<file path="src/rtl/cbus_rr_arbiter_pkg.sv">
// Shared CBus types and arbiter state encoding.
// Address translation is controlled by the CBUS_ADDR_XLATE_EN macro in the top.
package cbus_rr_arbiter_pkg;

   typedef struct packed {
      logic        valid;
      logic        is_write;
      logic [2:0]  size;
      logic [31:0] addr;
      logic [3:0]  strobe;
      logic [31:0] data;
      logic [3:0]  len;
   } cbus_req_t;

   typedef struct packed {
      logic        ready;
      logic        last;
      logic [31:0] data;
   } cbus_resp_t;

   typedef enum logic {IDLE = 1'b0, BUSY = 1'b1} arb_state_t;

   // kseg0/kseg1 differ from physical only in the top three address bits.
   function automatic logic [31:0] phys_addr(input logic [31:0] vaddr);
      return {3'b000, vaddr[28:0]};
   endfunction

endpackage

</file>
<file path="src/rtl/cbus_rr_arbiter_pick.sv">
// Combinational round-robin picker: first set bit of valid scanning from prio upward, wrapping.
// Kept generic so other arbiters (interrupt, TLB refill) can reuse it.
module rr_pick #(
   parameter  int NUM_INPUTS = 4,
   localparam int IDX_W      = $clog2(NUM_INPUTS)
) (
   input  logic [NUM_INPUTS-1:0] valid,
   input  logic [IDX_W-1:0]      prio,
   output logic                  any,
   output logic [IDX_W-1:0]      idx
);

   logic [IDX_W-1:0] cand;

   // Scan from the far end back toward prio so the nearest valid index is written last.
   always_comb begin
      any  = |valid;
      idx  = '0;
      cand = '0;
      for (int k = NUM_INPUTS - 1; k >= 0; k--) begin
         cand = IDX_W'((int'(prio) + k) % NUM_INPUTS);
         if (valid[cand]) idx = cand;
      end
   end

endmodule

</file>
<file path="src/rtl/cbus_rr_arbiter.sv">
// N-input CBus arbiter: whole-transaction grants, round-robin rotation on completion.
// Define CBUS_ADDR_XLATE_EN to fold kseg0/kseg1 addresses to physical on oreq.
module cbus_rr_arbiter
   import cbus_rr_arbiter_pkg::*;
#(
   parameter  int NUM_INPUTS = 4,
   localparam int IDX_W      = $clog2(NUM_INPUTS)
) (
   input  logic                        clk,
   input  logic                        reset,
   input  cbus_req_t  [NUM_INPUTS-1:0] ireqs,
   output cbus_resp_t [NUM_INPUTS-1:0] iresps,
   output cbus_req_t                   oreq,
   input  cbus_resp_t                  oresp
);

   arb_state_t             state, state_nxt;
   logic [IDX_W-1:0]       grant, grant_nxt;
   logic [IDX_W-1:0]       prio, prio_nxt;
   logic [NUM_INPUTS-1:0]  req_valid;
   logic                   pick_any;
   logic [IDX_W-1:0]       pick_idx;
   cbus_req_t              cur_req;

   always_comb begin
      for (int i = 0; i < NUM_INPUTS; i++) req_valid[i] = ireqs[i].valid;
   end

   rr_pick #(.NUM_INPUTS(NUM_INPUTS)) u_pick (
      .valid (req_valid),
      .prio  (prio),
      .any   (pick_any),
      .idx   (pick_idx)
   );

   assign cur_req = ireqs[grant];

   always_ff @(posedge clk or posedge reset) begin
      if (reset) begin
         state <= IDLE;
         grant <= '0;
         prio  <= '0;
      end else begin
         state <= state_nxt;
         grant <= grant_nxt;
         prio  <= prio_nxt;
      end
   end

   always_comb begin
      state_nxt = state;
      grant_nxt = grant;
      prio_nxt  = prio;
      oreq      = '0;
      iresps    = '0;
      case (state)
         IDLE: begin
            if (pick_any) begin
               grant_nxt = pick_idx;
               state_nxt = BUSY;
            end
         end
         BUSY: begin
            iresps[grant] = oresp;
            // A master dropping valid mid-transaction abandons it; abort wins over completion.
            if (!cur_req.valid) begin
               state_nxt = IDLE;
            end else begin
               oreq = cur_req;
`ifdef CBUS_ADDR_XLATE_EN
               oreq.addr = phys_addr(cur_req.addr);
`endif
               if (oresp.ready && oresp.last) begin
                  state_nxt = IDLE;
                  prio_nxt  = (grant == IDX_W'(NUM_INPUTS - 1)) ? '0 : grant + 1'b1;
               end
            end
         end
         default: state_nxt = IDLE;
      endcase
   end

endmodule

</file>
<file path="config.mk">
export PLATFORM = sky130hd
export DESIGN_NAME = cbus_rr_arbiter
export DESIGN_NICKNAME = d
export VERILOG_FILES = /design/src/rtl/cbus_rr_arbiter_pkg.sv /design/src/rtl/cbus_rr_arbiter_pick.sv /design/src/rtl/cbus_rr_arbiter.sv
export SDC_FILE = /design/constraint.sdc
export NUM_CORES = 1
export LEC_CHECK = 0
export CAP_MARGIN = 5
export CORE_AREA = 10 10 211 213
export CTS_BUF_LIST = sky130_fd_sc_hd__clkbuf_16
export DETAILED_ROUTE_END_ITERATION = 16
export DIE_AREA = 0 0 221 223
export PLACE_DENSITY_LB_ADDON = 0.2
export SYNTH_ARGS = -nofsm -noshare
export SYNTH_HDL_FRONTEND = slang
export SYNTH_SLANG_ARGS = --single-unit
</file>
<file path="constraint.sdc">
create_clock -name clk -period 2.6 [get_ports clk]
set_clock_uncertainty 0.2 [all_clocks]
set_input_delay 0.52 -clock clk [delete_from_list [all_inputs] [get_ports clk]]
set_output_delay 0.52 -clock clk [all_outputs]
set_load 0.01 [all_outputs]
</file>
* Yosys cells after proc, flatten, opt, wreduce, memory -nomap -nowiden *
Index checks and enable logic that the tools add are counted.

storage, ports and cells
  bits in registers = 5
  latch bits = 0
  bits in writable memories = 0
  memory bits (read-only) = 0
  input port bits = 344
  word-level logic and storage cells = 45
  memories = 0

operators by class
  add/sub/neg operators = 4
  multipliers = 0
  divide/modulo/power cells = 0
  magnitude comparators = 6
  eq/ne operators = 1
  shift operators = 0
  multiplexer cells = 24
  bitwise gates (word level) = 2
  reduce and logical (&&, ||, !) cells = 5

operators with widths
  kind                 number
  $mux 77              3
  $bmux 77 s2          1
  $and 136x136->136    1
  $mux 136             1
  $demux 34 s2         1
  $mux 34              1
  $lt 2x3->1 const B   5
  $mux 2               5
  $bmux 1 s2           4
  $mux 1               7
  $add 2x1->2 const B  2
  $add 2x2->2 const B  2
  $reduce_or 4->1      1
  $reduce_and 3->1     1
  $eq 2x2->1 const B   1
  $ge 2x1->1 const B   1
  $logic_and 1x1->1    2
  $pmux 1 s2           1
  $reduce_and 2->1     1
  $not 1->1            1

* Depth between registers and ports, before layout *
  depth in word-level cells = 7
  depth in mapped cells = 7

* Cells and area by module *
From an unflattened synthesis, not the netlist that was laid out.

second synthesis, totals
  cell total of the unflattened synthesis = 388
  area total of the unflattened synthesis = 3693.5 um^2

by module, submodules not included
  module           times used  cells an instance  area an instance (um^2)
  cbus_rr_arbiter  1           375                3616.0
  rr_pick          1           13                 77.6

* Least setup slack after synthesis *
OpenSTA, ideal clock, no wires.

  path kind = register to output
  from = register grant[1]
  to = output iresps[38] in the netlist's numbering
  data arrival time = 1599 ps
  data required time = 1880 ps
  slack = 281 ps
  cell stages (with the launch flop) = 8
  path buffers = 4
  cell sequence = dfrtp_1 buf_2 buf_2 buf_2 inv_1 ha_1 clkbuf_1 and3_1

RTL lines
  element                   RTL line               text
  start: declaration        cbus_rr_arbiter.sv:18  logic [IDX_W-1:0] grant, grant_nxt;
  start signal: assignment  cbus_rr_arbiter.sv:45  grant <= grant_nxt;
  end: declaration          cbus_rr_arbiter.sv:12  output cbus_resp_t [NUM_INPUTS-1:0] iresps,

==> run metrics <==
CTS H-tree depth=1; effective utilization at floorplan=about 9%; fraction of final layout cells sized beyond drive strength 1=between 40% and 50%; upper clock frequency limit=between 300 and 400 MHz; commonest non-fill, non-tap cells in the layout=clkdlybuf4s50_1 (339), and3_1 (130), buf_6 (112); iteration count of the initial detailed-routing pass=4; Worst EP arrival=~2.1 ns; startpoint of the worst register-to-register path=grant[0]; cts bufs inserted=3; fill cell instance count of the final layout=roughly 4300; width of the die=between 200 and 250 um; routed via count=6198; Overall Global Routing Usage=between 10% and 20%; Die Ht=approximately 220 um; Critical Path, Cell by Cell=mux4_2 -> buf_6 -> buf_12 -> buf_8 -> buf_16 -> buf_6 -> and3_4 -> buf_6; core area=~0.040 sq mm; most prevalent standard cell on the critical path=buf_6; Relative slew margins=about three quarters; Non-Filler Instances=between 1500 and 2000; combinational group share of total power=between 90% and 100%; Synth cell types=24; total inserted antenna cells=0; pin count of the biggest net entering global routing=99; post-synthesis to final-layout area growth=210%; kind of end point of the critical path=primary output; first-pass GRT wire length=50.4 mm; clock-pin slew reported for the worst setup and hold paths after clock tree synthesis=around 0.030 ns; final global-route overflow total=0; most common cell after layout, fill and taps aside=clkdlybuf4s50_1; setup slack after placement=-0.543 ns; max cap viols=0; internal cell power=about 6000 uW; register share of total power=under 10%; number of instances in the synthesized netlist=a little under 400; Pwr Density=slightly below 900 mW/mm^2; worst slew pin tran=between 0.3 and 0.4 ns; final critical path time including I/O delays and setup=roughly 2.8 ns; average wire per cell in the routed design=24.8 um; via/cell ratio=between 4 and 5; Static Leak=around 0.0051 uW; post-synthesis average cell area=9.52 sq um; final period utilization=110%; Cell Area, Synth=roughly 0.0037 sq mm; peak ir drop on the vdd network=423 uV; final weighted congestion in routability-driven placement=just over 0.8; clock latency reported for the late side of the worst-skew pair=0.23 ns; portion of the post-synthesis area used by sequential elements=around 3.4%; number of instances in the placed design=approximately 1400; CTS tree=done; FP Rows=between 70 and 80; total wire length after detailed routing=around 38 mm; vias in the first global route=~6700; initial antenna violation count=2; Detail Placement HPWL=27.7 mm; Slowest-stage cell, CP=mux4_2; CTS sink cnt=5; result of the run=finished with violations; number of placed I/O pins=557; violations in the final reports=setup timing; worst setup path startpoint=grant[0]; full die area=just under 0.05 sq mm; Sw Ratio=~40%; Synth Net Count=736; count of state elements after synthesis=5; worst slack on hold paths=roughly 0.3 ns; Post-route DRC=0; CP peak stage delay=0.54 ns; share of the core filled with cells in the final layout=approximately 28%; Starting DRT DRC Count=roughly 210; buffer depth of the longest clock path=2; RSZ-0062 raised after global routing=true; Post-CTS Hold Fix Bufs=0; antenna-violating nets left=0; sum of negative setup slack=-8.10 ns; Synthesis Warnings=0; Fin. Hold Viols=0; launching element type of the critical path=flip-flop; switching power of the nets=4210 uW; Crit Path Category=reg -> out; data required time at the worst endpoint=between 1.5 and 2 ns; port bufs=around 560; worst-case setup margin in the final layout=-0.248 ns; final slew viol count=0; master cell of the clock root buffer=clkbuf_16; highest fanout seen on the critical path=5; count of endpoints failing setup in the final report=81; class of the most critical hold timing path=in -> async; clock share of power=under 10%; # nets final=~1400
-- cells by family (layout without fill, tap and decap cells) --
family                   count (synthesis)  after routing  synth area share, %
AND/OR/NAND/NOR                        224            224                 37.6
multiplexers                            80             80                 47.8
buffers and inverters                   67            680                 8.47
AO/OA/AOI/OAI                            8              8                 1.36
flip-flops                               5              5                 3.39
adder cells (fa/ha/maj)                  4              4                 1.36
-- metal layers --
| metal | vias to the layer above | track usage (%) | routed length, um |
|---|---|---|---|
| met4 | 4 | 2.83 | 714 |
| li1 | 2812 | - | - |
| met3 | 31 | 5.27 | 3100 |
| met5 | - | 0 | 27 |
| met2 | 371 | 25.0 | 19600 |
| met1 | 2980 | 14.6 | 14700 |
-- power by group through the flow --
stage                     Clock (uW)  Combinational, uW  Sequential, uW
after detailed placement           0               6910             267
after global routing             258              10400             230
after floorplan                    0               3440             144
after global placement             0               6990             268
final                            249               9780             219
after CTS                        250               8280             223
-- synthesized netlist by cell type, drive strengths merged --
cell type	number	share of area, %
clkbuf	45	4.6
and3	212	36
mux2	2	0.61
nor4	1	0.17
inv	5	0.51
mux2i	1	0.27
nand4	1	0.17
dfrtp	5	3.4
o31ai	1	0.20
and2	1	0.17
nand2	2	0.20
a21oi	2	0.27
a311oi	1	0.24
ha	4	1.4
nor2	3	0.30
o41ai	1	0.24
or2	1	0.17
nor2b	1	0.17
nand2b	2	0.34
o21ai	3	0.41
mux4	77	47
buf	17	3.4
-- registers in the layout (all words and copies together) (netlist names) --
name and cells:
state 1, grant 2, prio 2
-- cell type report --
class                           instances  area, sq um  area share, %
Timing Repair Buffer                  671         6840           59.6
Clock buffer                            3         75.1          0.655
Inverter                                5         31.3          0.273
Tap cell                              532          666           5.81
Multi-Input combinational cell        316         3720           32.4
Sequential cell                         5          136           1.19
Clock inverter                          1         3.75         0.0327
-- final timing paths --
kind                            end  slack, ns  cells after the start
hold / removal              prio[0]       0.30                      2
setup / recovery           oreq[21]      -0.25                      8
setup reg to reg            prio[1]       0.46                      5
hold reg to reg             prio[0]       0.42                      1
min in group clk            prio[0]       0.42                      1
max in group asynchronous  grant[0]       1.70                      2
-- worst max-delay path: cells and delay by family (launching register included) --
kind / cells / cell delay (ns)
AND/OR/NAND/NOR: 1 / 0.16
flip-flops: 1 / 0.45
multiplexers: 1 / 0.54
buffers and inverters: 6 / 0.75
-- metrics by stage --
step	total power, uW	instance area, sq um
2_1_floorplan	3590	3690
3_5_place_dp	7170	10000
6_report	10300	11500
4_1_cts	8750	10500
3_3_place_gp	7250	10000
5_1_grt	10900	11500
-- timing repair --
| action | 4_1_cts | 5_1_grt |
|---|---|---|
| resized for setup | 724 | 329 |
| cloned | 14 | 13 |
| pin swaps | 11 | 33 |
| buffers inserted | 34 | 30 |
| hold endpoints to repair | 0 | 0 |
| endpoints found under the setup margin | 213 | 204 |
Power figures use the tool's default switching activity.
